$ cat config.mk
export PLATFORM = sky130hd
export DESIGN_NAME = nibble_combine_flat
export DESIGN_NICKNAME = d
export VERILOG_FILES = /design/src/rtl/nibble_combine_if.sv /design/src/rtl/nibble_combine.sv /design/src/flat_wrapper.sv
export SDC_FILE = /design/constraint.sdc
export NUM_CORES = 1
export LEC_CHECK = 0
export ABC_AREA = 1
export CAP_MARGIN = 20
export CORE_MARGIN = 3
export CORE_UTILIZATION = 45
export DETAILED_ROUTE_END_ITERATION = 10
export GPL_ROUTABILITY_DRIVEN = 0
export PLACE_DENSITY = 0.85
export SYNTH_ARGS = -nofsm -noshare
export SYNTH_HDL_FRONTEND = slang
export SYNTH_SLANG_ARGS = --single-unit
$ cat constraint.sdc
create_clock -name clk -period 5.15 [get_ports clk]
set_clock_uncertainty 0.1 [all_clocks]
set_input_delay 1.545 -clock clk [delete_from_list [all_inputs] [get_ports clk]]
set_output_delay 1.545 -clock clk [all_outputs]
set_load 0.01 [all_outputs]
$ cat src/rtl/nibble_combine_if.sv
// nibble_combine_if
// -----------------
// Bundles the nibble input handshake, the byte-sum output handshake and the
// status outputs of nibble_combine into one interface.
//
// Signals:
//   in_valid  : producer has a nibble sum on in_q/in_hi this cycle
//   in_q      : 5-bit nibble sum, carry in bit 4, legal range 0..30
//   in_hi     : nibble tag, 0 = low-nibble sum, 1 = high-nibble sum
//   in_ready  : combiner can take a nibble this cycle
//   out_ready : consumer takes out_sum this cycle
//   out_valid : out_sum holds a completed byte sum
//   out_sum   : 9-bit reconstructed byte sum, carry in bit 8
//   err       : one-cycle pulse on a protocol violation
//   byte_cnt  : number of byte sums handed to the consumer (wraps at 256)
//
// Modports:
//   master : the side that produces nibbles and consumes byte sums
//   slave  : the combiner itself
interface nibble_combine_if;

    logic       in_valid;
    logic [4:0] in_q;
    logic       in_hi;
    logic       in_ready;
    logic       out_ready;
    logic       out_valid;
    logic [8:0] out_sum;
    logic       err;
    logic [7:0] byte_cnt;

    modport master (
        output in_valid,
        output in_q,
        output in_hi,
        output out_ready,
        input  in_ready,
        input  out_valid,
        input  out_sum,
        input  err,
        input  byte_cnt
    );

    modport slave (
        input  in_valid,
        input  in_q,
        input  in_hi,
        input  out_ready,
        output in_ready,
        output out_valid,
        output out_sum,
        output err,
        output byte_cnt
    );

endinterface

$ cat src/rtl/nibble_combine.sv
// nibble_combine
// --------------
// Rebuilds a 9-bit byte sum from two separately computed nibble sums. A low
// nibble sum arrives first and is held; the matching high nibble sum is then
// shifted up by four and added to it. The finished sum is held until the
// consumer takes it, after which the byte counter advances.
//
// Out-of-order nibbles and the illegal value 31 are rejected with a single
// registered err pulse.
//
// Ports:
//   clk : rising-edge clock for all state
//   rst : asynchronous, active-high reset
//   nb  : nibble_combine_if.slave
//         inputs  in_valid, in_q[4:0], in_hi, out_ready
//         outputs in_ready, out_valid, out_sum[8:0], err, byte_cnt[7:0]
module nibble_combine (
    input  logic            clk,
    input  logic            rst,
    nibble_combine_if.slave nb
);

    typedef enum logic [1:0] {
        IDLE    = 2'd0,
        HAVE_LO = 2'd1,
        DONE    = 2'd2
    } state_t;

    state_t     state;
    state_t     state_nxt;
    logic [4:0] lo;
    logic [4:0] lo_nxt;
    logic [8:0] sum;
    logic [8:0] sum_nxt;
    logic       err_q;
    logic       err_nxt;
    logic [7:0] cnt;
    logic [7:0] cnt_nxt;
    logic       accept;
    logic       illegal;

    // in_ready is a pure decode of the state; it is only gated by reset so
    // nothing is accepted while the block is held. It never looks at
    // out_ready, so the DONE cycle that hands off the result cannot also
    // swallow a new low nibble.
    assign nb.in_ready  = (state != DONE) && !rst;
    assign nb.out_valid = (state == DONE);
    assign nb.out_sum   = sum;
    assign nb.err       = err_q;
    assign nb.byte_cnt  = cnt;

    assign accept  = nb.in_valid && nb.in_ready;
    assign illegal = (nb.in_q == 5'd31);

    // State register plus the datapath registers that move with it. Reset is
    // asynchronous so a held or partial result disappears the moment rst
    // rises, without waiting for a clock edge.
    always_ff @(posedge clk or posedge rst) begin
        if (rst) begin
            state <= IDLE;
            lo    <= 5'd0;
            sum   <= 9'd0;
            err_q <= 1'b0;
            cnt   <= 8'd0;
        end else begin
            state <= state_nxt;
            lo    <= lo_nxt;
            sum   <= sum_nxt;
            err_q <= err_nxt;
            cnt   <= cnt_nxt;
        end
    end

    // Next-state and next-datapath decode. Everything holds by default and
    // err defaults low, so err is high for exactly the cycle after a
    // violating accept. An illegal nibble (31) is checked first in every
    // accepting state so it never disturbs the state or the stored low sum.
    // The high nibble is widened to nine bits before the shift, keeping the
    // carry out of the high nibble; the largest legal result is 30 + 480.
    always_comb begin
        state_nxt = state;
        lo_nxt    = lo;
        sum_nxt   = sum;
        err_nxt   = 1'b0;
        cnt_nxt   = cnt;

        case (state)
            IDLE: begin
                if (accept) begin
                    if (illegal || nb.in_hi) begin
                        err_nxt = 1'b1;
                    end else begin
                        lo_nxt    = nb.in_q;
                        state_nxt = HAVE_LO;
                    end
                end
            end

            HAVE_LO: begin
                if (accept) begin
                    if (illegal) begin
                        err_nxt = 1'b1;
                    end else if (!nb.in_hi) begin
                        lo_nxt  = nb.in_q;
                        err_nxt = 1'b1;
                    end else begin
                        sum_nxt   = {4'd0, lo} + {nb.in_q, 4'd0};
                        state_nxt = DONE;
                    end
                end
            end

            DONE: begin
                if (nb.out_ready) begin
                    cnt_nxt   = cnt + 8'd1;
                    state_nxt = IDLE;
                end
            end

            default: begin
                state_nxt = IDLE;
            end
        endcase
    end

endmodule

$ cat src/flat_wrapper.sv
// flat-port wrapper written by rule: the top's interface ports become plain ports
module nibble_combine_flat 
  (clk, rst, nb_in_valid, nb_in_q, nb_in_hi, nb_out_ready, nb_in_ready, nb_out_valid, nb_out_sum, nb_err, nb_byte_cnt);
  nibble_combine_if nb_i ();
  input  logic clk;
  input  logic rst;
  input wire logic [$bits(nb_i.in_valid)-1:0] nb_in_valid;
  input wire logic [$bits(nb_i.in_q)-1:0] nb_in_q;
  input wire logic [$bits(nb_i.in_hi)-1:0] nb_in_hi;
  input wire logic [$bits(nb_i.out_ready)-1:0] nb_out_ready;
  output wire logic [$bits(nb_i.in_ready)-1:0] nb_in_ready;
  output wire logic [$bits(nb_i.out_valid)-1:0] nb_out_valid;
  output wire logic [$bits(nb_i.out_sum)-1:0] nb_out_sum;
  output wire logic [$bits(nb_i.err)-1:0] nb_err;
  output wire logic [$bits(nb_i.byte_cnt)-1:0] nb_byte_cnt;
  assign nb_i.in_valid = nb_in_valid;
  assign nb_i.in_q = nb_in_q;
  assign nb_i.in_hi = nb_in_hi;
  assign nb_i.out_ready = nb_out_ready;
  assign nb_in_ready = nb_i.in_ready;
  assign nb_out_valid = nb_i.out_valid;
  assign nb_out_sum = nb_i.out_sum;
  assign nb_err = nb_i.err;
  assign nb_byte_cnt = nb_i.byte_cnt;
  nibble_combine u_core (.clk(clk), .rst(rst), .nb(nb_i));
endmodule
==> out/results.ini, run 1 <==
[grt]
grt_pass1_wl_mm=4.53
all_layer_global_routing_usage_pct=17.1
first_global_vias=1032
grt_max_degree=27
globalRouteOverflowTotal=0
number_of_antenna_violations_at_the_first_check_in_global_routing=0

[sta]
total_count_of_hold_check_failures_in_the_final_report=0
worst_slew_slack_as_a_fraction_of_its_limit_pct=68.5
hold-worst-slack_ns=0.401
finalWorstPathRequiredPeriod_ns=4.30
timing.final.max_slew_violations=0
fmax_ghz=0.233
grt_setup_unrepaired=no
fin_crit_sh_pct=83.5
finalSetupViolCount=0
worstMarginPinSlew_ns=0.473
setup_total_negative_slack_ns=0

[detailed_routing]
vias_post_dr=1038
detail_route.wl_per_cell_um=13.1
drt_iter0_markers=21
routed_wl_mm=2.64
final_antenna_net_count=0
mean_number_of_vias_per_cell=5.14
drt_pre_antenna_iters=4
remaining_drc_errors=0

[clocking]
clk_pin_slew_ns=0.15
ctsHoldBuffers=0
tritoncts_num_sinks=25
max_buffers_root_to_sink=2
cts.htree.levels=1
clock_latency_reported_for_the_late_side_of_the_worst_skew_pair_ns=0.33
cts_tree=built
postCtsSetupRepairBufs=0
cts_buffers=3
clock-root-buffer=sky130_fd_sc_hd__clkbuf_4
post_cts.resized_instances=0

[floorplanning]
die_width_um=58.9
floorplan.initialDensity_pct=49.0
die_footprint_um2=3460
die_height_um=58.9
num_rows=18
io_count=30
core_area_um2=2570

[worst_setup_path]
cp.required_ns=3.51
slowest_delay_ns=0.52
critical_path.endpoint_type=output port
crit_path_cell_trace=clkdlybuf4s50_1 -> inv_1 -> nand2_1 -> inv_1 -> clkdlybuf4s50_1
timing.setup.critical_path_class=primary input to output port
worst_setup_path_start_kind=primary input
crit_arrival_ns=2.66
critical_path.top_delay_family=buffers and inverters
max_fo_critical_path=2
path_buf_inv=4
crit_path_top_delay_cell=sky130_fd_sc_hd__clkdlybuf4s50_1

[placed_design]
hpwl_mm=1.94
place.port_buffers=29
placed_area_um2=1580

[logic_synthesis]
synth.avg_cell_area_um2=9.05
mappedNetlistNets=152
synth.top_cells.by_area=sky130_fd_sc_hd__dfrtp_1 50%, sky130_fd_sc_hd__nand2_1 16%, sky130_fd_sc_hd__xor2_1 4.2%
seq_area_frac_synth_pct=49.8
synth.cell_area_um2=1260
distinct_cell_type_count_of_the_synthesized_netlist=25
synth_largest_type_area_fraction_pct=49.8
synth_largest_area_cell=sky130_fd_sc_hd__dfrtp_1
synthesis.instances=139
synth.ff_latch_count=25
ys_warn_count=0

[power_and_ir_drop]
worst_ir_drop_vdd_v=0.000274
total_power_per_unit_cell_area_nw_per_um2=447
cellLeakagePower_nw=0.784
totalPowerFinal_uw=721

[flow_run]
max-cap-violations=0

[layout]
final_design_area_no_fill_um2=1610
syn_to_final_growth_pct=28.2
final_nets=186
layout_commonest_cell=sky130_fd_sc_hd__nand2_1
diodes_inserted=0
share_of_post_route_cells_with_drive_strength_above_1_pct=12.2
highest_count_cells_in_the_layout_ignoring_fill_and_taps=53 x sky130_fd_sc_hd__nand2_1, 29 x sky130_fd_sc_hd__clkdlybuf4s50_1, 25 x sky130_fd_sc_hd__dfrtp_1

[outcome]
status=completed

[min_path]
hold_class=register to register

-- through the flow --
step	util, %	worst slack (ns)	cells
2_1_floorplan	-	1.17	139
4_1_cts	62.8	0.838	202
3_3_place_gp	61.6	0.831	198
3_5_place_dp	61.6	0.838	198
5_1_grt	62.8	0.786	202
6_report	62.8	0.849	202
-- flip-flops by register name (all words and copies together) (netlist names) --
register and count:
u_core.nb.out_sum 9, u_core.nb.err 1, u_core.nb.byte_cnt 8, u_core.state 2, u_core.lo 5
-- final cells by class --
cell class                      count  area (um2)
Clock inverter                      1        7.51
Sequential cell                    25         626
Clock buffer                        3        22.5
Inverter                           13        48.8
Tap cell                           30        37.5
Timing Repair Buffer               30         298
Fill cell                         227         956
Multi-Input combinational cell    100         572
-- per-layer routing --
layer | global-route usage [%] | wire [um]
met4 | 7.44 | 40
met3 | 3.29 | 159
met5 | 0 | 0
met1 | 22.6 | 1160
met2 | 27.1 | 1280
-- worst paths after layout --
path                                  from                    end  slack, ns  cells past startpoint
setup / recovery                       rst            nb_in_ready       0.85                      5
setup reg to reg           u_core.state[1]   u_core.nb.out_sum[4]       3.56                      5
min in group asynchronous              rst  u_core.nb.byte_cnt[4]       1.51                      3
hold / removal                u_core.lo[1]   u_core.nb.out_sum[1]       0.40                      2
hold reg to reg               u_core.lo[1]   u_core.nb.out_sum[1]       0.40                      2
max in group asynchronous              rst           u_core.lo[4]       3.18                      3
-- tightest hold or removal path: cells and delay by family, from the launching register on --
| kind | cells | cell delay (ns) |
|---|---|---|
| flip-flops | 1 | 0.38 |
| AND/OR/NAND/NOR | 2 | 0.10 |
-- cells by family (layout without fill, tap and decap cells) --
| logic type | count (synthesis) | after routing | synth area share (%) |
|---|---|---|---|
| compound gates | 7 | 7 | 4.18 |
| flops | 25 | 25 | 49.8 |
| simple gates | 80 | 80 | 31.3 |
| buf+inv | 14 | 47 | 4.78 |
| fa+ha+maj | 3 | 3 | 2.99 |
| xor+xnor | 10 | 10 | 6.96 |
-- cell usage after synthesis --
cell type	number
sky130_fd_sc_hd__o21ai_0	1
sky130_fd_sc_hd__inv_1	10
sky130_fd_sc_hd__nand2_1	53
sky130_fd_sc_hd__xor2_1	6
sky130_fd_sc_hd__nor2_2	3
sky130_fd_sc_hd__clkinv_1	1
sky130_fd_sc_hd__dfrtp_1	25
sky130_fd_sc_hd__xnor2_1	4
sky130_fd_sc_hd__ha_1	3
sky130_fd_sc_hd__nand3_1	5
sky130_fd_sc_hd__nand4_4	1
sky130_fd_sc_hd__nand3_2	2
sky130_fd_sc_hd__o21ai_2	3
sky130_fd_sc_hd__nor3_2	1
sky130_fd_sc_hd__or2_1	1
sky130_fd_sc_hd__nand4_1	6
sky130_fd_sc_hd__o2111ai_1	1
sky130_fd_sc_hd__a21oi_1	1
sky130_fd_sc_hd__buf_6	1
sky130_fd_sc_hd__nor2_4	1
sky130_fd_sc_hd__nand2_2	2
sky130_fd_sc_hd__inv_2	2
sky130_fd_sc_hd__nor2_1	4
sky130_fd_sc_hd__a211oi_1	1
sky130_fd_sc_hd__nand3_4	1
-- report_power, final --
part	switching, mW	total (mW)	internal, mW
Clock	0.0644	0.0941	0.0297
Combinational	0.162	0.311	0.149
Sequential	0.0497	0.316	0.266
(Power assumes the default switching activity.)
==> run 2: changes to the inputs <==
Clock period 5.15 ns to 4.3 ns, I/O delays scaled along.
==> results of run 2 <==
The final DEF is identical to that of run 1. Status: completed.
Main changes from that run: setup slack after placement 0.838 ns -> 0.498 ns; setup slack after layout 0.849 ns -> 0.509 ns; register-to-register setup slack 3.56 ns -> 2.71 ns; total power 0.721 mW -> 0.863 mW; worst IR drop on VDD 0.000274 V -> 0.000329 V
==> edit: new RTL, flow settings as in run 2 <==
The 3 states of `state_t` get a one-hot encoding in 3 bits.
--- a/src/rtl/nibble_combine.sv
+++ b/src/rtl/nibble_combine.sv
@@ -22,6 +22,6 @@
 
-    typedef enum logic [1:0] {
-        IDLE    = 2'd0,
-        HAVE_LO = 2'd1,
-        DONE    = 2'd2
+    typedef enum logic [2:0] {
+        IDLE    = 3'b001,
+        HAVE_LO = 3'b010,
+        DONE    = 3'b100
     } state_t;
Behaviour: no difference found for any inputs over 10 cycles, from zero or initial values and one cycle with rst high; not proved beyond that.
==> edit against run 2 <==
  * Sequential cell count rose by 1
  * Final cell count increased by 7.4%
  * Power down 4.9%
  * Count of clock-buffer cells in the layout grew 1
  * Design area is 4.3% higher
  * Routed wire length decreased by 3.0%
  * Fmax is 1.1% lower
  * Setup slack lost 41 ps
  * Synthesized cell count increased by 10%
  * Via count rose by 2.8%
  * Synthesized area rose by 4.9%
  * Register-to-register slack worse by 170 ps
  * Hold slack worse by 11 ps
  * Critical path type unchanged
  * Critical endpoint unchanged
==> edit: results (changes against run 2) <==
port bufs - 29 (unchanged)
crit path time final - 3830 ps (+41.5 ps)
Post-Synth XOR/XNOR Area - 5.98% (-0.99 points)
max FFs per register - 9 (unchanged)
sequential element share of the synthesized area - 49.4% (-0.32 points)
vias - 1,067 (+2.8%)
Worst Hold Class - reg2reg
post-CTS sizing - 0 (unchanged)
largest net degree at the start of global routing - 28 (+3.7%)
CP arrival - 2440 ps (+40 ps)
Post-Synthesis Cells - 153 (+10%)
utilization after layout - 60.4% (-2.4 points)
share of cells above drive strength 1 - 12.9% (+0.69 points)
DRC - 0 (unchanged)
asr flop ratio synth - 100% (unchanged)
initial detailed-routing violation count - 51 (+140%)
met2 WL - 1.26 mm (-1.9%)
relative slew slack - 74.3% (+5.9 points)
Post-Synth Adder-Cell Area - 2.85% (-0.14 points)
Post-synth top cells - 61 x nand2_1, 25 x dfrtp_1, 12 x nand3_1, 10 x inv_1, 6 x xor2_1
DRT met1 WL - 1.19 mm (+2.4%)
peak supply drop - 0.346 mV (+5.2%)
GRT met3 Usage - 2.59% (-0.70 points)
Cell Area, Placed - 1640 um^2 (+4.0%)
TritonCTS Buffers - 3 (unchanged)
Synth cell types - 25 (unchanged)
initial antenna violation count - 0 (unchanged)
reg2reg setup slack - 2540 ps (-170 ps)
Top power group - sequential cells
Synth Area in Compound Gates - 4.93% (+0.75 points)
pre-CTS setup slack - 468 ps (-30.1 ps)
M2 GR Usage - 26.4% (-0.74 points)
Pwr Total - 0.821 mW (-4.9%)
first-pass GRT wire length - 4.50 mm (-0.62%)
vias in the first global route - 1,008 (-2.3%)
Total Nets Final - 200 (+7.5%)
Comb power - 0.337 mW (-9.7%)
Syn Nets - 166 (+9.2%)
total routed wirelength - 2.56 mm (-3.0%)
DP HPWL - 1.96 mm (+1.5%)
LEAKAGE - 0.846 nW (+7.9%)
top sig layer - met4
count of pins over their slew limit - 0 (unchanged)
GR met1 Demand/Resource - 22.3% (-0.25 points)
placed insts - 213 (+7.6%)
Area contributors post-synth - dfrtp_1 47%, nand2_1 17%, nand3_1 4.6%
depth of the worst register-to-register path - 8 (+3)
status - completed
switching power - 0.291 mW (-12%)
P_seq - 0.359 mW (-5%)
routed len/inst - 11.8 um (-9.7%)
Filler cells - 238 (+4.8%)
WL met3 - 53 um (-67%)
Total GRT Usage - 16.8% (-0.23 points)
## edit: cell count changes after synthesis, sizes merged, moves of 2 or more
cell,delta
nor3,+3
o21bai,+3
inv,+2
nand3,+6
nand4,-6
nand2,+8
## edit: critical path: stages
cell,delay [ps]
clkdlybuf4s50_1,400
inv_1,100
nand2_1,70
inv_1,60
clkdlybuf4s50_1,520
## edit: cell type report
cell class	instances	share of cell area, %
sequential	26	38.8
multi-input combinational	111	35.7
timing repair buffer	30	17.7
inverter	15	3.35
tap	31	2.31
clock buffer	4	2.16
## edit: worst min-delay path by stage
stage,from,endpoint,slack (ps),depth (start not counted)
after global placement,u_core.lo[2],u_core.lo[2],360,2
after global routing,u_core.lo[1],u_core.nb.out_sum[1],420,2
after floorplan,u_core.lo[0],u_core.lo[0],340,2
after CTS,u_core.lo[3],u_core.lo[3],390,2
after detailed placement,u_core.lo[3],u_core.lo[3],360,2
final,u_core.lo[0],u_core.nb.out_sum[0],390,2
